[config.mk]
export PLATFORM = sky130hd
export DESIGN_NAME = noc_output_arbiter
export DESIGN_NICKNAME = d
export VERILOG_FILES = /design/src/rtl/noc_output_arbiter.sv
export SDC_FILE = /design/constraint.sdc
export NUM_CORES = 1
export LEC_CHECK = 0
export BUFFER_PORTS_ARGS = -buffer_cell sky130_fd_sc_hd__buf_2
export CAP_MARGIN = 10
export CORE_UTILIZATION = 45
export CTS_CLUSTER_SIZE = 8
export DETAILED_ROUTE_END_ITERATION = 6
export PLACE_DENSITY = 0.74
export SYNTH_ARGS = -nofsm -noshare
export SYNTH_HDL_FRONTEND = slang
export SYNTH_SLANG_ARGS = --single-unit
[constraint.sdc]
create_clock -name clk -period 17.55 [get_ports clk]
set_input_delay 3.51 -clock clk [delete_from_list [all_inputs] [get_ports clk]]
set_output_delay 3.51 -clock clk [all_outputs]
set_load 0.1 [all_outputs]
[src/rtl/noc_output_arbiter.sv]
// Output-port scheduler: round-robin over NUM_IN buffers, wormhole lock per packet, 1-cycle flit latency.
// Backpressure: pops only while the registered downstream credit count is non-zero; stalls hold the lock.
module noc_output_arbiter #(
    parameter int NUM_IN  = 5,
    parameter int CREDITS = 4,
    parameter int DW      = 16
) (
    input  logic                 clk,
    input  logic                 rst,
    input  logic [NUM_IN-1:0]    valid_i,
    input  logic [NUM_IN*DW-1:0] data_i,
    output logic [NUM_IN-1:0]    pop_o,
    output logic                 enable_o,
    output logic [DW-1:0]        data_o,
    input  logic                 credit_i,
    output logic                 err_o
);
    localparam int IW = (NUM_IN > 1) ? $clog2(NUM_IN) : 1;
    localparam int CW = $clog2(CREDITS + 1);

    typedef enum logic {IDLE = 1'b0, LOCKED = 1'b1} state_t;

    state_t          state_q, state_d;
    logic [IW-1:0]   rr_ptr_q, rr_ptr_d;
    logic [IW-1:0]   owner_q, owner_d;
    logic [CW-1:0]   credit_cnt_q, credit_cnt_d;
    logic            enable_q;
    logic [DW-1:0]   data_q, data_d;
    logic            err_q, err_d;

    logic            can_send;
    logic            win_found;
    logic [IW-1:0]   win_idx;
    logic [IW-1:0]   cand;
    logic            send;
    logic [IW-1:0]   gnt_idx;
    logic [DW-1:0]   gnt_flit;
    logic            gnt_tail;

    function automatic logic [IW-1:0] next_idx(input logic [IW-1:0] idx);
        return (idx == IW'(NUM_IN - 1)) ? '0 : idx + IW'(1);
    endfunction

    assign can_send = (credit_cnt_q != '0);

    // First requester at or after rr_ptr, wrapping past NUM_IN-1.
    always_comb begin
        win_found = 1'b0;
        win_idx   = '0;
        cand      = rr_ptr_q;
        for (int k = 0; k < NUM_IN; k++) begin
            if (!win_found && valid_i[cand]) begin
                win_found = 1'b1;
                win_idx   = cand;
            end
            cand = next_idx(cand);
        end
    end

    // FSM state register
    always_ff @(posedge clk or negedge rst) begin
        if (!rst) begin
            state_q  <= IDLE;
            rr_ptr_q <= '0;
            owner_q  <= '0;
        end else begin
            state_q  <= state_d;
            rr_ptr_q <= rr_ptr_d;
            owner_q  <= owner_d;
        end
    end

    // FSM next state: a tail flit releases the port and moves the pointer past the sender.
    always_comb begin
        state_d  = state_q;
        rr_ptr_d = rr_ptr_q;
        owner_d  = owner_q;
        if (send) begin
            if (gnt_tail) begin
                state_d  = IDLE;
                rr_ptr_d = next_idx(gnt_idx);
            end else begin
                state_d  = LOCKED;
                owner_d  = gnt_idx;
            end
        end
    end

    // FSM outputs: grant selection and pop; pop is held low while reset is asserted.
    always_comb begin
        send     = 1'b0;
        gnt_idx  = '0;
        gnt_flit = '0;
        pop_o    = '0;
        unique case (state_q)
            IDLE: begin
                if (can_send && win_found) begin
                    send    = 1'b1;
                    gnt_idx = win_idx;
                end
            end
            LOCKED: begin
                if (can_send && valid_i[owner_q]) begin
                    send    = 1'b1;
                    gnt_idx = owner_q;
                end
            end
        endcase
        send = send & rst;
        for (int i = 0; i < NUM_IN; i++) begin
            if (gnt_idx == IW'(i)) gnt_flit = data_i[i*DW +: DW];
        end
        if (send) pop_o[gnt_idx] = 1'b1;
    end

    assign gnt_tail = gnt_flit[DW-1];

    // A simultaneous send and credit return cancel; a credit arriving while full is an overflow.
    always_comb begin
        credit_cnt_d = credit_cnt_q;
        err_d        = err_q;
        data_d       = send ? gnt_flit : data_q;
        if (send && !credit_i) begin
            credit_cnt_d = credit_cnt_q - CW'(1);
        end else if (credit_i && !send) begin
            if (credit_cnt_q == CW'(CREDITS)) err_d = 1'b1;
            else                              credit_cnt_d = credit_cnt_q + CW'(1);
        end
    end

    always_ff @(posedge clk or negedge rst) begin
        if (!rst) begin
            credit_cnt_q <= CW'(CREDITS);
            enable_q     <= 1'b0;
            data_q       <= '0;
            err_q        <= 1'b0;
        end else begin
            credit_cnt_q <= credit_cnt_d;
            enable_q     <= send;
            data_q       <= data_d;
            err_q        <= err_d;
        end
    end

    assign enable_o = enable_q;
    assign data_o   = data_q;
    assign err_o    = err_q;

endmodule

==> results_dict.tcl <==
set metrics [dict create \
    layout-drive-gt1-share_pct 31.0 \
    synth_cell_types 67 \
    drtIter0Drc 226 \
    design_area_sq_um 3640 \
    worstSetupPathType "input pin to output port" \
    cts_setup_buffers 0 \
    hold_viol_final 0 \
    vias_per_cell 6.19 \
    critPathCaptureType "output port" \
    postPlaceCellArea_sq_um 3570 \
    dr.pass1.iters 6 \
    holdPathStages 1 \
    clock-sinks 28 \
    max_freq_mhz 97.2 \
    fin_crit_sh_pct 58.6 \
    slew-limit-headroom_pct 20.9 \
    layout_commonest_cell "buf_2" \
    cts_tree "yes" \
    cts_buffers 3 \
    cts.path.max_buffers 2 \
    fin_nets 570 \
    slew_violations 0 \
    finalWeightedCongestion 0.976 \
    grt_antenna_before_repair 0 \
    cpLargestDelayFamily "buffers and inverters" \
    dp.cells 541 \
    yosysTopAreaCellShare_pct 22.5 \
    synthTopCellsByArea "dfrtp_1 22%, a21oi_1 6.7%, a221o_1 5.3%" \
    ant_nets 0 \
    clock-root-buffer "clkbuf_8" \
    final_cell_count_no_fill 545 \
    critPathSlowestCell "nor3b_1" \
    grtUsageTotal_pct 26.6 \
    synth_nets 474 \
    die_x_um 83.7 \
    critPathBufInv 4 \
    r2r_cells 21 \
    path_cells "buf_2 -> mux2i_1 -> mux2i_1 -> mux2i_1 -> nor3b_1 -> o211ai_1 -> nor2_1 -> a21boi_4 -> o21ai_2 -> buf_4 -> inv_1 -> nand2_1 -> nor3_1 -> buf_2" \
    timing.setup.tns_ns 0 \
    wl_mm 9.15 \
    htreeDepth 1 \
    clk_pin_slew_ns 0.11 \
    cp_max_fo 27 \
    post-place-ws_ns 7.33 \
    outcome "finished, final reports clean" \
    netlist_area_sq_um 3000 \
    synth_seq_area_share_pct 23.4 \
    fin_skew_ns 0.00572 \
    gr-total-overflow 0 \
    grt_pass1_vias 3299 \
    routed-via-count 3372 \
    hold_path_class "register to register" \
    drc_errors 0 \
    async_flop_share_pct 100 \
    ioPinCount 111 \
    postCtsHoldBufs 0 \
    cpMostUsedCell "mux2i_1" \
    coreArea_sq_um 6390 \
    dpl.hpwl_mm 7.08 \
    rsz0062_at_grt "no" \
    fin_crit_ns 10.28 \
    die_area_sq_um 7010 \
    ys_seq_elements 28 \
    worstPathArrival_ns 6.77 \
    syn2layout_area_growth_pct 21.2 \
    synth-edff-count 0 \
    ys.flop_type "dfrtp_1" \
    path_depth 14 \
    synth_largest_area_cell "dfrtp_1" \
    wl_per_cell_um 16.8 \
    slowest_delay_ns 0.46 \
    mostFrequentLayoutCells "110 x buf_2, 40 x a21oi_1, 32 x nor2_1" \
    diodes 0 \
    start_kind "input pin" \
    clock_latency_ns 0.28 \
    rows 29 \
    grt_max_degree 38 \
    io_buffers 110 \
    cts_resized 0 \
    setup_viol 0 \
    critical_path_required_ns 14.04 \
    synth_warnings 0 \
    maxCapViolCount 0 \
    worstMarginPinSlew_ns 1.19 \
    grt_pass1_wl_mm 15.3 \
    start_util_pct 47.0 \
    die_h_um 83.7 \
    synth_area_per_cell_sq_um 8.05 \
    final.setup.worst_slack_ns 7.27 \
    synthCells 373 \
]
[final timing paths]
kind                                         start                 endpoint  slack, ns
setup / recovery                        valid_i[3]                 pop_o[4]       7.27
min in group asynchronous                      rst  rr_ptr_q[0]$_DFFE_PN0P_       3.25
setup reg to reg           rr_ptr_q[0]$_DFFE_PN0P_   owner_q[0]$_DFFE_PN0P_      10.03
hold / removal                   err_o$_DFFE_PN0P_        err_o$_DFFE_PN0P_       0.47
hold reg to reg                  err_o$_DFFE_PN0P_        err_o$_DFFE_PN0P_       0.47
max in group asynchronous                      rst        err_o$_DFFE_PN0P_      13.85
[cell families after synthesis]
group | Yosys count | synth area share, %
AOI/OAI and AO/OA | 148 | 35.9
and+or+nand+nor | 116 | 20.1
buffers and inverters | 47 | 6.66
DFF | 28 | 23.4
muxes | 20 | 8.00
adders and majority gates | 13 | 5.66
xor gates and xnor gates | 1 | 0.292
[cell usage after synthesis, drive strengths merged (3+ instances only)]
cell type,count
a21o,5
o31ai,3
dfrtp,27
a31oi,4
o21ai,33
inv,25
buf,8
nand2,22
nor2,32
a211oi,12
a21oi,40
nor4,7
mux2i,9
a221o,16
nor3,12
ha,12
nand2b,3
or4,3
a21boi,3
a311o,4
and2,6
a211o,3
o21a,4
a22o,3
clkbuf,14
mux2,9
nand3,8
and3,14
[through the flow]
| step | utilization, % | hold slack (ns) |
|---|---|---|
| after CTS | 57.0 | 0.473 |
| after global placement | 55.9 | 0.446 |
| final | 57.0 | 0.470 |
| after detailed placement | 55.9 | 0.449 |
| after global routing | 57.0 | 0.502 |
| after floorplan | - | 0.471 |
[layer usage]
layer	up-vias	wire length, um	track usage (%)	share of wire [%]
met5	-	0	0	0
met4	0	346	12.5	3.8
met3	31	526	2.87	5.7
met2	165	4450	45.5	49
met1	1570	3830	33.5	42
li1	1606	-	-	-
[registers in the layout, indices dropped and copies added, names as in the netlist]
signal        cells
err_o             1
enable_o          1
state_q           1
credit_cnt_q      3
rr_ptr_q          3
data_o           16
owner_q           3
[layout make-up]
type / count / area (sq um)
clock inverters: 1 / 30.0
inverters: 25 / 93.8
fillers: 622 / 2740
clock buffers: 3 / 41.3
multi-input cells: 298 / 2110
flip-flops and latches: 28 / 702
well taps: 77 / 96.3
repair buffers: 113 / 573
Power is not shown: default switching activity piles up to over one toggle a cycle in this logic, so the estimate is an artifact.
